## src/rtl/alu_arbiter.sv

```systemverilog
// ----------------------------------------------------------------------------
// alu_arbiter
//   Shares one combinational ALU between two requesters. Arbitration is
//   round-robin and only one operation is in flight at a time. A granted
//   operation's operands are latched onto the alu_* outputs and held for
//   SETTLE cycles. The ALU outputs are then captured and returned with the
//   requester id on a valid/ready response port.
//
// Ports
//   clk, rst_n                      clock, asynchronous active-low reset
//   req_valid/req_ready [1:0]       per-requester request handshake
//   req_src1/req_src2   [2*W-1:0]   {r1,r0} operands
//   req_ctrl [7:0], req_bonus [5:0] {r1,r0} ALU control / bonus codes
//   alu_src1/src2/ctrl/bonus        registered drive to the shared ALU
//   alu_result/cout/overflow        combinational ALU outputs
//   rsp_valid/rsp_ready             response handshake
//   rsp_id/result/zero/cout/overflow captured response fields
// ----------------------------------------------------------------------------
module alu_arbiter #(
    parameter int WIDTH  = 32,
    parameter int SETTLE = 1
) (
    input  logic                 clk,
    input  logic                 rst_n,
    input  logic [1:0]           req_valid,
    output logic [1:0]           req_ready,
    input  logic [2*WIDTH-1:0]   req_src1,
    input  logic [2*WIDTH-1:0]   req_src2,
    input  logic [7:0]           req_ctrl,
    input  logic [5:0]           req_bonus,
    output logic [WIDTH-1:0]     alu_src1,
    output logic [WIDTH-1:0]     alu_src2,
    output logic [3:0]           alu_ctrl,
    output logic [2:0]           alu_bonus,
    input  logic [WIDTH-1:0]     alu_result,
    input  logic                 alu_cout,
    input  logic                 alu_overflow,
    output logic                 rsp_valid,
    input  logic                 rsp_ready,
    output logic                 rsp_id,
    output logic [WIDTH-1:0]     rsp_result,
    output logic                 rsp_zero,
    output logic                 rsp_cout,
    output logic                 rsp_overflow
);

    typedef enum logic [1:0] {
        ST_IDLE = 2'd0,
        ST_EXEC = 2'd1,
        ST_RESP = 2'd2
    } state_t;

    localparam int              CNT_W    = (SETTLE > 1) ? $clog2(SETTLE) : 1;
    localparam logic [CNT_W-1:0] CNT_LAST = CNT_W'(SETTLE - 1);

    state_t             r_state;
    state_t             w_state_nxt;
    logic               r_ptr;
    logic               r_id;
    logic [CNT_W-1:0]   r_cnt;
    logic [1:0]         w_grant;
    logic               w_accept;
    logic               w_gid;
    logic               w_last;

    logic [WIDTH-1:0]   r_alu_src1;
    logic [WIDTH-1:0]   r_alu_src2;
    logic [3:0]         r_alu_ctrl;
    logic [2:0]         r_alu_bonus;
    logic               r_rsp_valid;
    logic               r_rsp_id;
    logic [WIDTH-1:0]   r_rsp_result;
    logic               r_rsp_zero;
    logic               r_rsp_cout;
    logic               r_rsp_overflow;

    // Round-robin grant; ready is suppressed while reset is held so nothing is
    // offered to a requester that the FSM cannot yet accept.
    always_comb begin
        w_grant = 2'b00;
        if (rst_n && (r_state == ST_IDLE)) begin
            case (req_valid)
                2'b01:   w_grant = 2'b01;
                2'b10:   w_grant = 2'b10;
                2'b11:   w_grant = r_ptr ? 2'b10 : 2'b01;
                default: w_grant = 2'b00;
            endcase
        end else begin
            w_grant = 2'b00;
        end
    end

    assign req_ready = w_grant;
    assign w_accept  = |(req_valid & w_grant);
    assign w_gid     = w_grant[1];
    assign w_last    = (r_cnt == CNT_LAST);

    // Next-state decode.
    always_comb begin
        w_state_nxt = r_state;
        case (r_state)
            ST_IDLE: begin
                if (w_accept) w_state_nxt = ST_EXEC;
                else          w_state_nxt = ST_IDLE;
            end
            ST_EXEC: begin
                if (w_last) w_state_nxt = ST_RESP;
                else        w_state_nxt = ST_EXEC;
            end
            ST_RESP: begin
                if (rsp_ready) w_state_nxt = ST_IDLE;
                else           w_state_nxt = ST_RESP;
            end
            default: w_state_nxt = ST_IDLE;
        endcase
    end

    // State register.
    always_ff @(posedge clk or negedge rst_n) begin
        if (!rst_n) r_state <= ST_IDLE;
        else        r_state <= w_state_nxt;
    end

    // Arbitration pointer, in-flight id and settle counter.
    always_ff @(posedge clk or negedge rst_n) begin
        if (!rst_n) begin
            r_ptr <= 1'b0;
            r_id  <= 1'b0;
            r_cnt <= '0;
        end else begin
            case (r_state)
                ST_IDLE: begin
                    if (w_accept) begin
                        r_id  <= w_gid;
                        r_ptr <= ~w_gid;
                        r_cnt <= '0;
                    end
                end
                ST_EXEC: begin
                    if (w_last) r_cnt <= '0;
                    else        r_cnt <= r_cnt + CNT_W'(1);
                end
                default: ;
            endcase
        end
    end

    // ALU drive registers: loaded only on a request handshake, held otherwise.
    always_ff @(posedge clk or negedge rst_n) begin
        if (!rst_n) begin
            r_alu_src1  <= '0;
            r_alu_src2  <= '0;
            r_alu_ctrl  <= 4'd0;
            r_alu_bonus <= 3'd0;
        end else if (w_accept) begin
            r_alu_src1  <= w_gid ? req_src1[2*WIDTH-1:WIDTH] : req_src1[WIDTH-1:0];
            r_alu_src2  <= w_gid ? req_src2[2*WIDTH-1:WIDTH] : req_src2[WIDTH-1:0];
            r_alu_ctrl  <= w_gid ? req_ctrl[7:4]  : req_ctrl[3:0];
            r_alu_bonus <= w_gid ? req_bonus[5:3] : req_bonus[2:0];
        end
    end

    // Response capture on the last settle cycle; fields hold until consumed.
    always_ff @(posedge clk or negedge rst_n) begin
        if (!rst_n) begin
            r_rsp_valid    <= 1'b0;
            r_rsp_id       <= 1'b0;
            r_rsp_result   <= '0;
            r_rsp_zero     <= 1'b0;
            r_rsp_cout     <= 1'b0;
            r_rsp_overflow <= 1'b0;
        end else if ((r_state == ST_EXEC) && w_last) begin
            r_rsp_valid    <= 1'b1;
            r_rsp_id       <= r_id;
            r_rsp_result   <= alu_result;
            r_rsp_zero     <= ~|alu_result;
            r_rsp_cout     <= alu_cout;
            r_rsp_overflow <= alu_overflow;
        end else if ((r_state == ST_RESP) && rsp_ready) begin
            r_rsp_valid    <= 1'b0;
        end
    end

    assign alu_src1     = r_alu_src1;
    assign alu_src2     = r_alu_src2;
    assign alu_ctrl     = r_alu_ctrl;
    assign alu_bonus    = r_alu_bonus;
    assign rsp_valid    = r_rsp_valid;
    assign rsp_id       = r_rsp_id;
    assign rsp_result   = r_rsp_result;
    assign rsp_zero     = r_rsp_zero;
    assign rsp_cout     = r_rsp_cout;
    assign rsp_overflow = r_rsp_overflow;

endmodule

```

## config.mk

```make
export PLATFORM = sky130hd
export DESIGN_NAME = alu_arbiter
export DESIGN_NICKNAME = d
export VERILOG_FILES = /design/src/rtl/alu_arbiter.sv
export SDC_FILE = /design/constraint.sdc
export NUM_CORES = 1
export LEC_CHECK = 0
export ABC_CLOCK_PERIOD_IN_PS = 2500
export CORE_ASPECT_RATIO = 1.75
export CORE_MARGIN = 5
export CORE_UTILIZATION = 40
export CTS_BUF_LIST = sky130_fd_sc_hd__clkbuf_8
export DETAILED_ROUTE_END_ITERATION = 10
export PLACE_DENSITY = 0.88
export SLEW_MARGIN = 25
export SYNTH_ARGS = -nofsm -noshare
export SYNTH_HDL_FRONTEND = slang
export SYNTH_SLANG_ARGS = --single-unit
```

## constraint.sdc

```tcl
create_clock -name clk -period 2.5 [get_ports clk]
set_input_delay 0.75 -clock clk [delete_from_list [all_inputs] [get_ports clk]]
set_output_delay 0.75 -clock clk [all_outputs]
set_load 0.01 [all_outputs]
```

# Word-level counts from Yosys, hierarchy flattened
# Cells that the tools add are included.
[word_totals] ff_bits=113 input_bits=181 output_inout_bits=110 word_cells=51
[classes] n_addsub=1 n_eq_ne=6 mux=16 bitwise=3 reduce_logical=11
[ops] operator="$mux 32" n=2
[ops] operator="$reduce_or 32->1" n=1
[ops] operator="$pmux 2 s3" n=2
[ops] operator="$mux 2" n=4
[ops] operator="$eq 2x2->1 const B" n=3
[ops] operator="$mux 1" n=5
[ops] operator="$eq 2x1->1 const B" n=2
[ops] operator="$mux 4" n=1
[ops] operator="$reduce_and 2->1" n=2
[ops] operator="$reduce_bool 2->1" n=2
[ops] operator="$logic_and 1x1->1" n=3
[ops] operator="$mux 3" n=1
[ops] operator="$and 2x2->2" n=1
[ops] operator="$logic_not 2->1" n=1
[ops] operator="$ne 2x2->1 const B" n=1
[ops] operator="$not 1->1" n=2
[ops] operator="$pmux 1 s2" n=1
[ops] operator="$reduce_or 2->1" n=1
[ops] operator="$add 1x1->1 const B" n=1
[ops] operator="$logic_not 1->1" n=1

# Depth between registers and ports, before layout
# Gate-level depths: netlist of the first run.
[depth] depth_word=7 depth_mapped=5 ltp_nobuf=3

# Worst setup path after synthesis of the first run
# OpenSTA, ideal clock, no wires.
[synth_timing] kind="input to output" startpoint="input rst_n" endpoint="output req_ready[1]" arrival_ps=1672 required_time_ps=1750 path_slack_ps=78 path_stages=5 n_path_buf=2 cell_sequence="nor3b_4 -> o21ai_2 -> buf_4 -> buf_2 -> nor2_1"
[synth_via] elab_chain_len=2
[synth_rtl] item="start, declared" line_no="24" rtl="input logic rst_n,"
[synth_rtl] item="$logic_and 1x1->1" line_no="81" rtl="if (rst_n && (r_state == ST_IDLE)) begin"
[synth_rtl] item="$mux 2" line_no="81"
[synth_rtl] item="end, declared" line_no="26" rtl="output logic [1:0] req_ready,"
# Every way passes these cells.

# Worst setup path after layout of the first run
[layout_timing] startpoint="input rst_n" endpoint="output req_ready[0]"
# The elaborated chain is that of the path after synthesis.

==> results of run 1 <==
logic make-up (layout without fill, tap and decap cells):
logic type / Yosys count / count (layout)
DFF: 112 / 112
AOI/OAI and AO/OA: 152 / 152
buffers and inverters: 47 / 327
and+or+nand+nor: 108 / 108
muxes: 61 / 61
layout make-up:
type | instances | area (µm²) | share of cell area
Timing Repair Buffer | 308 | 3060 | 0.365
Sequential cell | 112 | 2800 | 0.335
Multi-Input combinational cell | 321 | 2090 | 0.249
Clock inverter | 7 | 81.3 | 0.00971
Clock buffer | 9 | 124 | 0.0148
Tap cell | 168 | 210 | 0.0251
Inverter | 3 | 11.3 | 0.00134
synthesized netlist by cell type:
| cell type | n | share of area |
|---|---|---|
| a21boi_1 | 1 | 0.0015 |
| nand4_1 | 2 | 0.0025 |
| buf_2 | 14 | 0.014 |
| buf_4 | 7 | 0.010 |
| o211ai_2 | 1 | 0.0025 |
| buf_1 | 1 | 0.00074 |
| dfrtp_1 | 112 | 0.55 |
| nor3b_4 | 1 | 0.0037 |
| o21ai_2 | 1 | 0.0017 |
| nor2_1 | 3 | 0.0022 |
| clkbuf_1 | 22 | 0.016 |
| o211ai_1 | 43 | 0.064 |
| nor4_1 | 8 | 0.0099 |
| nand2b_1 | 2 | 0.0025 |
| mux2i_1 | 27 | 0.053 |
| a21oi_1 | 3 | 0.0030 |
| inv_2 | 1 | 0.00074 |
| or3b_1 | 1 | 0.0017 |
| nand2_1 | 47 | 0.035 |
| mux2_1 | 34 | 0.075 |
| nand3_1 | 44 | 0.043 |
| inv_1 | 2 | 0.0015 |
| a21o_1 | 1 | 0.0015 |
| a21bo_1 | 1 | 0.0020 |
| o31ai_1 | 1 | 0.0015 |
| o21ai_1 | 99 | 0.098 |
| o21ai_0 | 1 | 0.00098 |
routing by layer:
layer | share of wire | vias to the layer above | global-route usage | routed length [µm]
met5 | 0.0011 | - | 0 | 20
met4 | 0.057 | 4 | 0.139 | 1030
met3 | 0.094 | 74 | 0.0690 | 1700
met2 | 0.51 | 278 | 0.395 | 9260
met1 | 0.34 | 2386 | 0.261 | 6080
li1 | - | 2290 | - | -
worst max-delay path: cells and delay by family:
kind	cells	cell delay [ns]
and+or+nand+nor	2	0.61
buffers and inverters	2	0.24
how the worst min path moves through the flow:
stage | startpoint | to | slack, ns | depth (start not counted)
2_1_floorplan | rst_n | alu_bonus[0] | 0.45 | 0
3_3_place_gp | rsp_zero | rsp_zero | 0.47 | 2
3_5_place_dp | rsp_zero | rsp_zero | 0.46 | 2
4_1_cts | rsp_zero | rsp_zero | 0.49 | 2
5_1_grt | rsp_zero | rsp_zero | 0.53 | 2
6_report | rsp_zero | rsp_zero | 0.49 | 2
metrics by stage:
stage	hold WS [ns]	setup TNS (ns)	cells	total power [µW]
finish	0.493	0	928	8190
floorplan	0.454	0	480	4670
CTS	0.494	0	927	8270
global placement	0.472	-13.21	910	6990
detailed placement	0.465	-18.40	910	7170
global route	0.529	0	928	8700
report_power, final:
group | switching [µW] | total, µW | internal, µW
combinational | 1740 | 3990 | 2250
sequential | 470 | 3110 | 2640
clock | 683 | 1090 | 403
state kept, by name, indices dropped and copies added (netlist names), 2 cells and up:
register,cells
alu_ctrl,4
alu_bonus,3
alu_src2,32
r_state,2
alu_src1,32
rsp_result,32
repair_timing:
action | 4_1_cts | 5_1_grt
buffers inserted | 1 | 1
hold buffers | 0 | 0
gates resized for setup | 10 | 5
hold endpoints to repair | 0 | 0
pin swaps | 0 | 2
endpoints found under the setup margin | 2 | 6
==> impl_metrics.env, run 1 <==
export IMPL_syn_inst=480
export IMPL_cp_startpoint="rst_n"
export IMPL_synth_top_family_by_area="compound AO/OA/AOI/OAI gates"
export IMPL_cp_arrival_ns=1.60
export IMPL_cap_violations=0
export IMPL_synthAdderAreaFrac=0
export IMPL_place_ws_ns=-0.392
export IMPL_place_area_mm2=0.00814
export IMPL_leakage_uw=0.00337
export IMPL_die_area_mm2=0.0151
export IMPL_power_density_mw_per_mm2=978
export IMPL_dp_hpwl_um=13600
export IMPL_worst_setup_path_type="input pin to output port"
export IMPL_r2r_cells=4
export IMPL_max_stage_delay_ns=0.49
export IMPL_tightestPinTransition_ns=0.795
export IMPL_core_area_mm2=0.0125
export IMPL_area_growth_pct=64.9
export IMPL_hold_path_class="register to register"
export IMPL_gp_congestion=0.865
export IMPL_muxShareOfSynthArea=0.129
export IMPL_grt_pass1_vias=5497
export IMPL_gr_total_overflow=0
export IMPL_clock_fmax_mhz=425
export IMPL_drive_gt1_frac=0.0618
export IMPL_h_tree_depth=3
export IMPL_placementRows=54
export IMPL_worstSetupEndpoint="req_ready[0]"
export IMPL_crit_required_ns=1.75
export IMPL_io_buffer_count=290
export IMPL_die_w_um=95.2
export IMPL_r2r_end="alu_src1[28]"
export IMPL_clockBufferDepth=2
export IMPL_min_period_ns=2.35
export IMPL_grt_pass1_wl_um=28400
export IMPL_fill_cells=958
export IMPL_setup_viol=0
export IMPL_synth_net_count=661
export IMPL_slew_viol_final=0
export IMPL_fin_nets=936
export IMPL_final_area_mm2=0.00838
export IMPL_slew_headroom=0.470
export IMPL_synth_xor_xnor_area_share=0
export IMPL_diodes=0
export IMPL_r2r_start="r_state[0]"
export IMPL_yosysWarnings=0
export IMPL_layout_commonest_cell="clkdlybuf4s50_1"
export IMPL_dr_total_vias=5032
export IMPL_ir_drop_mv=0.584
export IMPL_grt_max_degree=77
export IMPL_drcViolationCount=0
export IMPL_fin_skew_ns=0.0226
export IMPL_ant_nets=0
export IMPL_regToRegSetupSlack_ns=0.67
export IMPL_via_per_inst=5.42
export IMPL_layout_common_cells="clkdlybuf4s50_1, dfrtp_1, o21ai_1, nand2_1, nand3_1"
export IMPL_avgSynthCellArea_um2=10.6
export IMPL_setup_slack_ns=0.145
export IMPL_clock_sinks=112
export IMPL_rsz0062_at_grt="false"
export IMPL_final_core_util=0.670
export IMPL_worst_path_max_delay_cell="or3b_2"
export IMPL_start_util=0.406
export IMPL_clock_latency_ns=0.39
export IMPL_wl_per_cell_um=19.5
export IMPL_cp_start_kind="input pin"
export IMPL_ys_ff_latch=112
export IMPL_path_cells="buf_4 > or3b_2 > nor2_2 > buf_2"
export IMPL_synth_distinct_cells=27
export IMPL_dr_pass1_iters=5
export IMPL_die_h_um=159
export IMPL_outcome="finished clean"
export IMPL_hold_viol_final=0
export IMPL_endpoint_kind="output port"
export IMPL_synthSimpleGateAreaFrac=0.101
export IMPL_period_share=0.942
export IMPL_cp_max_fo=3
export IMPL_path_clk_slew_ns=0.13
export IMPL_drtIter0Drc=192
export IMPL_clockRootBuffer="clkbuf_8"
export IMPL_drt_wl_total_um=18100
export IMPL_yosysSeqAreaShare=0.552
export IMPL_synth_area_mm2=0.00508
export IMPL_antenna_found_initial=2
export IMPL_cts_tree="done"
export IMPL_grt_total_usage=0.237
export IMPL_synth_compound_area_frac=0.176
export IMPL_cts_inserted_buffers=9
export IMPL_ios=291
No activity file was read; power rests on OpenSTA's default activity.
==> run 2: changes to the inputs <==
--- a/config.mk
+++ b/config.mk
@@ -8,10 +8,10 @@
 export ABC_CLOCK_PERIOD_IN_PS = 2500
 export CORE_ASPECT_RATIO = 1.75
 export CORE_MARGIN = 5
-export CORE_UTILIZATION = 40
-export CTS_BUF_LIST = sky130_fd_sc_hd__clkbuf_8
+export CORE_UTILIZATION = 38
+export CTS_BUF_LIST = sky130_fd_sc_hd__clkbuf_4 sky130_fd_sc_hd__clkbuf_8 sky130_fd_sc_hd__clkbuf_16
 export DETAILED_ROUTE_END_ITERATION = 10
-export PLACE_DENSITY = 0.88
+export PLACE_DENSITY = 0.84
 export SLEW_MARGIN = 25
 export SYNTH_ARGS = -nofsm -noshare
 export SYNTH_HDL_FRONTEND = slang
==> impl_metrics.env, run 2 (synthesis results as in run 1) <==
export IMPL_path_clk_slew_ns=0.07
export IMPL_grt_pass1_vias=5473
export IMPL_fin_skew_ns=0.0149
export IMPL_rsz0062_at_grt="false"
export IMPL_clock_latency_ns=0.35
export IMPL_outcome="finished clean"
export IMPL_cp_max_fo=3
export IMPL_via_per_inst=5.35
export IMPL_place_area_mm2=0.00815
export IMPL_place_inst=916
export IMPL_clockBufferDepth=2
export IMPL_area_growth_pct=66.6
export IMPL_worst_setup_path_type="input pin to output port"
export IMPL_slew_viol_final=0
export IMPL_die_area_mm2=0.0159
export IMPL_core_area_mm2=0.0132
export IMPL_r2r_start="r_state[1]"
export IMPL_leakage_uw=0.00339
export IMPL_drt_wl_total_um=17900
export IMPL_ant_nets=0
export IMPL_power_total_uw=8490
export IMPL_dr_total_vias=4995
export IMPL_cap_violations=0
export IMPL_clock_fmax_mhz=412
export IMPL_gp_congestion=0.825
export IMPL_wl_per_cell_um=19.2
export IMPL_slew_headroom=0.389
export IMPL_die_w_um=97.4
export IMPL_h_tree_depth=3
export IMPL_final_area_mm2=0.00846
export IMPL_power_density_mw_per_mm2=1000
export IMPL_ios=291
export IMPL_tightestPinTransition_ns=0.916
export IMPL_period_share=0.971
export IMPL_cp_start_kind="input pin"
export IMPL_drive_gt1_frac=0.0593
export IMPL_antenna_found_initial=2
export IMPL_start_util=0.384
export IMPL_layout_commonest_cell="clkdlybuf4s50_1"
export IMPL_drtIter0Drc=249
export IMPL_hold_path_class="input pin to asynchronous set/reset pin"
export IMPL_grt_total_usage=0.223
export IMPL_cp_startpoint="req_valid[1]"
export IMPL_io_buffer_count=290
export IMPL_crit_required_ns=1.75
export IMPL_min_period_ns=2.43
export IMPL_endpoint_kind="output port"
export IMPL_hold_viol_final=0
export IMPL_cts_inserted_buffers=9
export IMPL_grt_max_degree=75
export IMPL_layout_common_cells="clkdlybuf4s50_1, dfrtp_1, o21ai_1, nand2_1, nand3_1"
export IMPL_clock_sinks=112
export IMPL_ir_drop_mv=0.657
export IMPL_clockRootBuffer="clkbuf_16"
export IMPL_fin_nets=935
export IMPL_gr_total_overflow=0
export IMPL_placementRows=56
export IMPL_dp_hpwl_um=13600
export IMPL_drcViolationCount=0
export IMPL_final_cells=934
export IMPL_dr_pass1_iters=6
export IMPL_grt_pass1_wl_um=28500
export IMPL_cts_tree="done"
export IMPL_cp_arrival_ns=1.68
export IMPL_setup_viol=0
export IMPL_die_h_um=163
export IMPL_fin_setup_tns_ns=0
run 2: cell types whose count changed in the layout (fill, tap and decap cells not counted), sizes merged:
cell	previous run	this run
dlygate4sd2	0	1
clkinv	3	1
diode	0	1
clkinvlp	0	1
buf	21	20
dlymetal6s2s	2	0
clkdlybuf4s50	285	286
clkbuf	9	10
run 2: layer usage:
metal	track usage	vias up	part of all wire
li1	-	2288	-
met3	0.0690	43	0.073
met4	0.0920	2	0.040
met1	0.234	2423	0.35
met5	0	-	0.00073
met2	0.409	239	0.54
run 2: final timing paths:
check	end	slack, ns	cells past startpoint
min in group clk	rsp_result[7]	0.49	1
worst min register to register	rsp_result[7]	0.49	1
worst min-delay path	r_state[0]	0.32	2
max in group asynchronous	alu_ctrl[3]	1.50	2
worst max-delay path	req_ready[1]	0.07	5
worst max register to register	rsp_result[29]	0.67	3
run 2: layout make-up:
type                            instances  area [µm²]
Timing Repair Buffer                  307        3040
Sequential cell                       112        2800
Inverter                                3        11.3
Fill cell                            1039        4780
Antenna cell                            1        2.50
Multi-Input combinational cell        321        2090
Clock inverter                          6        61.3
Tap cell                              174         218
Clock buffer                           10         233
run 2: metrics by stage:
step	hold slack, ns	util	setup WS, ns
finish	0.321	0.639	0.0737
global route	0.313	0.639	0.0196
CTS	0.305	0.638	0.0672
detailed placement	0.481	0.615	-0.391
global placement	0.473	0.615	-0.357
floorplan	0.454	-	0.0783
run 2: power breakdown:
| group | internal (µW) | total, µW | switching (µW) |
|---|---|---|---|
| Sequential | 2650 | 3100 | 452 |
| Combinational | 2250 | 3980 | 1730 |
| Clock | 716 | 1410 | 697 |
| Total | 5610 | 8490 | 2880 |
run 2: what timing repair did:
item,4_1_cts,5_1_grt
cloned,0,0
buffers inserted,1,0
resized for setup,12,1
setup endpoints to repair,3,5
hold buffers,0,0
run 2: worst max-delay path, cell delays in order:
cell	delay, ns
clkdlybuf4s50_1	0.44
buf_6	0.15
a21boi_4	0.15
nor2_1	0.05
buf_2	0.13
